### src/rtl/irq_decoder.sv
// Interrupt decoder: captures request lines into a pending register, masks them and
// presents the lowest enabled source until acknowledged. Define IRQ_DECODER_EDGE_EN for edge capture.
module irq_decoder #(
  parameter int N   = 8,
  parameter int IDW = 3
) (
  input  logic           clk,
  input  logic           rst,
  input  logic [N-1:0]   src,
  input  logic           mask_we,
  input  logic [N-1:0]   mask_wdata,
  input  logic           ack,
  output logic           irq,
  output logic [IDW-1:0] irq_id,
  output logic [N-1:0]   pending
);

  typedef enum logic [1:0] {
    IDLE,
    PRESENT,
    GAP
  } state_t;

  state_t         state_q, state_d;
  logic [N-1:0]   pending_q, pending_d;
  logic [N-1:0]   mask_q, mask_d;
  logic           irq_q, irq_d;
  logic [IDW-1:0] irq_id_q, irq_id_d;

  logic [N-1:0]   capture;
  logic [N-1:0]   effective;
  logic [N-1:0]   ack_clear;
  logic [IDW-1:0] lowest_id;

`ifdef IRQ_DECODER_EDGE_EN
  logic [N-1:0] src_dly_q, src_dly_d;

  // Only a low-to-high transition counts, so a held line yields a single event.
  always_comb begin
    src_dly_d = src;
    capture   = src & ~src_dly_q;
  end

  always_ff @(posedge clk) begin
    if (rst) begin
      src_dly_q <= '0;
    end else begin
      src_dly_q <= src_dly_d;
    end
  end
`else
  always_comb begin
    capture = src;
  end
`endif

  assign effective = pending_q & mask_q;

  // Index 0 wins: scan downwards so the lowest set bit is the last assignment.
  always_comb begin
    lowest_id = '0;
    for (int i = N - 1; i >= 0; i--) begin
      if (effective[i]) begin
        lowest_id = IDW'(i);
      end
    end
  end

  always_comb begin
    state_d   = state_q;
    irq_d     = irq_q;
    irq_id_d  = irq_id_q;
    ack_clear = '0;
    case (state_q)
      IDLE: begin
        if (|effective) begin
          irq_id_d = lowest_id;
          irq_d    = 1'b1;
          state_d  = PRESENT;
        end
      end
      PRESENT: begin
        if (ack) begin
          ack_clear[irq_id_q] = 1'b1;
          irq_d               = 1'b0;
          state_d             = GAP;
        end
      end
      GAP: begin
        state_d = IDLE;
      end
      default: begin
        irq_d   = 1'b0;
        state_d = IDLE;
      end
    endcase
  end

  // A capture on the acknowledge edge re-sets the bit, so no event is lost.
  always_comb begin
    pending_d = (pending_q & ~ack_clear) | capture;
    mask_d    = mask_we ? mask_wdata : mask_q;
  end

  always_ff @(posedge clk) begin
    if (rst) begin
      state_q   <= IDLE;
      pending_q <= '0;
      mask_q    <= '1;
      irq_q     <= 1'b0;
      irq_id_q  <= '0;
    end else begin
      state_q   <= state_d;
      pending_q <= pending_d;
      mask_q    <= mask_d;
      irq_q     <= irq_d;
      irq_id_q  <= irq_id_d;
    end
  end

  assign irq     = irq_q;
  assign irq_id  = irq_id_q;
  assign pending = pending_q;

endmodule

### config.mk
export PLATFORM = sky130hd
export DESIGN_NAME = irq_decoder
export DESIGN_NICKNAME = d
export VERILOG_FILES = /design/src/rtl/irq_decoder.sv
export SDC_FILE = /design/constraint.sdc
export NUM_CORES = 1
export LEC_CHECK = 0
export CAP_MARGIN = 20
export CORE_ASPECT_RATIO = 0.8
export CORE_MARGIN = 2
export CORE_UTILIZATION = 39
export CTS_CLUSTER_DIAMETER = 200
export CTS_CLUSTER_SIZE = 10
export DETAILED_ROUTE_END_ITERATION = 10
export PLACE_DENSITY = 0.78
export SETUP_SLACK_MARGIN = 0.15
export SLEW_MARGIN = 20
export SYNTH_ARGS = -nofsm -noshare
export SYNTH_HDL_FRONTEND = slang
export SYNTH_SLANG_ARGS = --single-unit
### constraint.sdc
create_clock -name clk -period 1.02 [get_ports clk]
set_input_delay 0.204 -clock clk [delete_from_list [all_inputs] [get_ports clk]]
set_output_delay 0.204 -clock clk [all_outputs]
set_load 0.005 [all_outputs]
==> flow_summary.toml, run 1 <==
[die]
die_area_um2 = 2760
num_rows = 15
io_pins = 32
start_util_pct = 41.8
die_x_um = 58.3
core_region_area_um2 = 2200
dieHeight_um = 47.4

[place]
port_buffers = 31
post-place-ws_ns = -0.499
dp_cells = 170
dpl.hpwl_mm = 1.95
place_congestion = 0.810

[clocking]
cts_tree = "built"
clockBufferDepth = 2
htreeDepth = 1
insertion_delay_ns = 0.31
clock_sinks = 22
clk_pin_slew_ns = 0.11
hold_buffers = 0
root_buffer = "clkbuf_4"
cts_made_buffers = 3

[layout]
fin_cells = 195
fill_cells = 145
drive_above_1_share_pct = 53.5
synthToLayoutAreaGrowth_pct = 85.3
diodes = 0
nets = 192

[synth]
ys_seq_elements = 22
ys_seq_area_share_pct = 48.0
synth_largest_area_cell = "dfxtp_1"
synth_flop_cell = "dfxtp_1"
postSynthAreaPerCell_um2 = 8.75
synth_area_leaders = "dfxtp_1 (48%), a211o_1 (7.6%), a21oi_1 (6.5%)"
syn_nets = 125
syn_inst = 105
synth-edff-count = 0
yosysMostFrequentCell = "dfxtp_1"
synth_cell_types = 28
netlist_area_um2 = 918
synth.top_cell.area_share_pct = 48.0
async_reset_ff_share_pct = 0
yosys_warnings = 0
synth_common_cells = "dfxtp_1 (22), a21oi_1 (12), nand2_1 (11)"

[grt]
grt.busiest_layer = "met2"
met2_usage_pct = 44.8
antenna_found_initial = 0
grt_pass1_vias = 1072
grt_pass1_wl_mm = 4.91
grt.total_usage_pct = 25.2
use_met1_pct = 27.8
grt_max_degree = 12
global_route.usage.met3_pct = 7.99
grt-ovfl-total = 0

[worst_setup_path]
critPathMaxStageDelay_ns = 0.35
timing.rr.end = "irq_id[1]"
cp-end-kind = "flop"
cp_top_family = "compound AO/OA/AOI/OAI gates"
startpoint_type = "flop"
crit_fanout = 4
r2r.worst_path.cells = 6
criticalPathCategory = "flop to flop"
slowest_stage = "dfxtp_2"
critPathBufInv = 2
cp.arrival_ns = 1.49
required_ns = 1.23
ff2ff_setup_slack_ns = -0.26
cp_cell_sequence = "buf_6, a22oi_2, buf_4, nand2_2, a21oi_2, nor3_2"
r2r-start = "pending[2]"

[sta]
clock_skew_ns = 0.00118
finalHoldViolCount = 0
fin_ws_ns = -0.259
fin_crit_ns = 1.28
slew_headroom_pct = 77.6
period_share_pct = 125
rsz0062_at_grt = "true"
setup_viol = 16
worstMarginPinSlew_ns = 0.335
drv_slew = 0
fmax_mhz = 782
holdWs_ns = 0.337

[detailed_routing]
drtPass1Iterations = 4
detail_route.wl_per_cell_um = 17.6
drc_errors = 0
drtIter0Drc = 31
vias = 1072
via_per_inst = 5.50
wl_mm = 3.42
ant_nets = 0

[power]
powerDensity_nw_per_um2 = 1260
power_leakage_nw = 0.741
peakVddDrop_uv = 1030
p_total_mw = 2.14

[worst_hold_path]
worstHoldPathType = "primary input to flop"
hp-start = "ack"
holdPathEnd = "state_q[0]"
holdPathStages = 4

[flow_run]
maxCapViolCount = 0

[outcome]
status = "complete, but fails checks"
violations = "negative setup slack"
## state kept, by name, summed over array words and instances, names as in the netlist
register  flops
mask_q        8
pending       8
irq           1
irq_id        3
state_q       2
## area by class of cell
cell class,count,area (µm²),share of cell area [%]
clock buffer,3,22.5,1.32
multi-input combinational,73,559,32.9
tap,25,31.3,1.84
timing repair buffer,65,596,35.0
inverter,7,26.3,1.54
sequential,22,467,27.4
## how the worst max path moves through the flow
stage,startpoint,endpoint,slack [ns],depth (start not counted)
after floorplan,state_q[1],pending[0],-0.09,4
after global placement,ack,pending[0],-0.47,5
after detailed placement,ack,pending[0],-0.50,5
after CTS,pending[6],irq_id[0],-0.16,5
after global routing,irq_id[2],pending[4],-0.28,5
final,pending[2],irq_id[1],-0.26,6
## worst register-to-register path: cells and delay by family (launching register included)
kind,cells,cell delay (ns)
DFF,1,0.35
and+or+nand+nor,2,0.12
AOI/OAI and AO/OA,2,0.42
buffers and inverters,2,0.29
## repair_timing
action | in CTS | in global routing
cloned | 2 | 0
setup endpoints to repair | 34 | 27
resized for setup | 93 | 21
pin swaps | 14 | 10
hold endpoints to repair | 0 | 0
setup buffers | 17 | 3
## cells in the final DEF, fill, tap and decap left out, drive strengths merged, types with 3 or more instances in the layout
| cell type | instances |
|---|---|
| nand2 | 11 |
| clkbuf | 3 |
| a211o | 8 |
| dfxtp | 22 |
| buf | 46 |
| clkdlybuf4s50 | 16 |
| inv | 7 |
| o21ai | 8 |
| dlygate4sd2 | 3 |
| a22oi | 4 |
| nand2b | 3 |
| nor2b | 9 |
| nor2 | 4 |
| a21oi | 12 |
## power by group
part	switching (mW)	leakage (nW)	internal, mW	total, mW
Sequential	0.0686	0.187	0.946	1.01
Clock	0.252	0.0138	0.138	0.391
Combinational	0.317	0.541	0.415	0.732
## metal layers
metal / vias to the layer above / share of wire (%)
li1: 510 / -
met1: 515 / 42
met2: 37 / 50
met3: 10 / 5.4
met4: 0 / 2.6
met5: - / 0
## through the flow
step / cell area (µm²) / setup TNS (ns) / util [%]
CTS: 1590 / -1.18 / 72.2
global placement: 1360 / -6.86 / 61.8
detailed placement: 1360 / -7.14 / 61.8
floorplan: 938 / -0.224 / -
finish: 1700 / -2.00 / 77.5
global route: 1700 / -2.62 / 77.5
## cells by family (layout without fill, tap and decap cells)
family | Yosys count | after routing | synth area share (%)
flip-flops | 22 | 22 | 48.0
buffers and inverters | 10 | 75 | 4.22
AND/OR/NAND/NOR | 34 | 34 | 19.2
AO/OA/AOI/OAI | 39 | 39 | 28.6
Note: power is estimated with default switching activity, not from simulation.
==> inputs of run 2 (changes only) <==
- SLEW_MARGIN: 20 -> unset
- TNS_END_PERCENT: unset -> 30
==> run 2 against run 1 <==
Compared with the run above:
- the run still ends with negative setup slack left
- via count is the same
- clock skew grew 0.0063 ns
- maximum frequency grew 0.40%
- critical endpoint is now state_q[0]
==> flow_summary.toml, run 2 (synthesis results as in run 1) <==
[grt]
grt_max_degree = 23
antenna_found_initial = 0
grt_pass1_vias = 1024
grt_pass1_wl_mm = 4.57
grt-ovfl-total = 0
grt.total_usage_pct = 23.6

[detailed_routing]
drc_errors = 0
drtIter0Drc = 49
detail_route.wl_per_cell_um = 15.7
ant_nets = 0
drtPass1Iterations = 4
wl_mm = 3.12
via_per_inst = 5.41
vias = 1072

[layout]
final_cell_mix = "buf_4 (30), clkdlybuf4s50_1 (18), dfxtp_2 (17)"
final_common_cell = "buf_4"
drive_above_1_share_pct = 50.3
diodes = 0
nets = 194
utilization_pct = 75.3
ff_latch_area_um2 = 462
fill_cells = 172
synthToLayoutAreaGrowth_pct = 80.0
final_area_um2 = 1650
multi_input_area_um2 = 513

[sta]
finalHoldViolCount = 0
worstMarginPinSlew_ns = 0.390
setup_viol = 16
clock_skew_ns = 0.00744
fmax_mhz = 785
fin_crit_ns = 1.27
drv_slew = 0
holdWs_ns = 0.403
fin_ws_ns = -0.254
period_share_pct = 125
rsz0062_at_grt = "true"
slew_headroom_pct = 73.3

[power]
swShare_pct = 28.7
clkPwrFrac_pct = 22.8
powerDensity_nw_per_um2 = 1340
combPwrFrac_pct = 31.6
p_total_mw = 2.21
switching_power_mw = 0.633
peakVddDrop_uv = 1000
power_leakage_nw = 0.741
seq_power_share_pct = 45.6
p_int_mw = 1.57

[die]
core_region_area_um2 = 2200
num_rows = 15
io_pins = 32
start_util_pct = 41.8
die_x_um = 58.3
die_area_um2 = 2760
dieHeight_um = 47.4

[worst_setup_path]
slowest_stage = "dfxtp_2"
cp-end-kind = "flop"
cp.arrival_ns = 1.48
criticalPathCategory = "flop to flop"
cp_cell_sequence = "buf_4, a22oi_2, nand2_2, o21ai_2, a21oi_1"
startpoint_type = "flop"
critPathMaxStageDelay_ns = 0.34
crit_fanout = 3
ff2ff_setup_slack_ns = -0.25
required_ns = 1.23

[clocking]
clock_sinks = 22
hold_buffers = 0
clockBufferDepth = 2
htreeDepth = 1
cts_made_buffers = 3
cts_tree = "built"
insertion_delay_ns = 0.33
clk_pin_slew_ns = 0.13
root_buffer = "clkbuf_4"

[place]
port_buffers = 31
post-place-ws_ns = -0.519
post_dp_cell_area_um2 = 1430
dpl.hpwl_mm = 2.04
place_congestion = 0.825

[flow_run]
maxCapViolCount = 0

[worst_hold_path]
worstHoldPathType = "primary input to flop"

[outcome]
status = "complete, but fails checks"
violations = "negative setup slack"
==> run 2: changes by cell type in the layout (fill, tap and decap cells not counted), moves of 3 or more <==
cell / previous run / this run
a21oi_2: 5 / 2
o21ai_1: 0 / 3
a21oi_1: 7 / 10
buf_6: 21 / 8
buf_4: 19 / 30
==> run 2: what timing repair did <==
item / 4_1_cts / 5_1_grt
setup endpoints to repair: 33 / 30
buffers inserted: 12 / 2
resized for setup: 87 / 10
pin swaps: 13 / 4
==> run 2: critical path: cells and delay by family (launching register included) <==
| kind | cells | cell delay (ns) |
|---|---|---|
| DFF | 1 | 0.34 |
| and+or+nand+nor | 1 | 0.11 |
| AOI/OAI and AO/OA | 3 | 0.57 |
| buffers and inverters | 1 | 0.13 |
==> run 2: layer usage <==
metal	GRT usage, %	wire length [µm]
met1	28.9	1280
met2	39.5	1550
met3	5.79	224
met4	12.6	62
met5	0	0
==> run 2: worst paths after layout <==
| kind | startpoint | end | depth (start not counted) |
|---|---|---|---|
| worst min register to register | irq | irq | 2 |
| worst max-delay path | pending[1] | state_q[0] | 5 |
| worst max register to register | pending[1] | state_q[0] | 5 |
| worst min-delay path | mask_we | mask_q[2] | 3 |
==> run 2: power groups by stage <==
stage / Clock, mW / Combinational, mW / Sequential (mW)
floorplan: 0 / 0.189 / 1.02
global placement: 0 / 0.517 / 1.02
detailed placement: 0 / 0.529 / 1.02
CTS: 0.515 / 0.633 / 1.00
global route: 0.563 / 0.741 / 1.02
finish: 0.502 / 0.697 / 1.01
==> run 2: stage by stage <==
stage,instances,setup TNS (ns)
floorplan,105,-0.299
detailed placement,180,-7.31
global placement,180,-6.67
CTS,196,-1.66
finish,198,-2.12
global route,198,-2.81
==> run 2: final cells by class <==
type                       instances  share of cell area (%)
clock buffer                       4                    2.20
inverter                           7                    1.59
timing repair buffer              67                    35.4
tap                               25                    1.89
multi-input combinational         73                    31.0
sequential                        22                    27.9
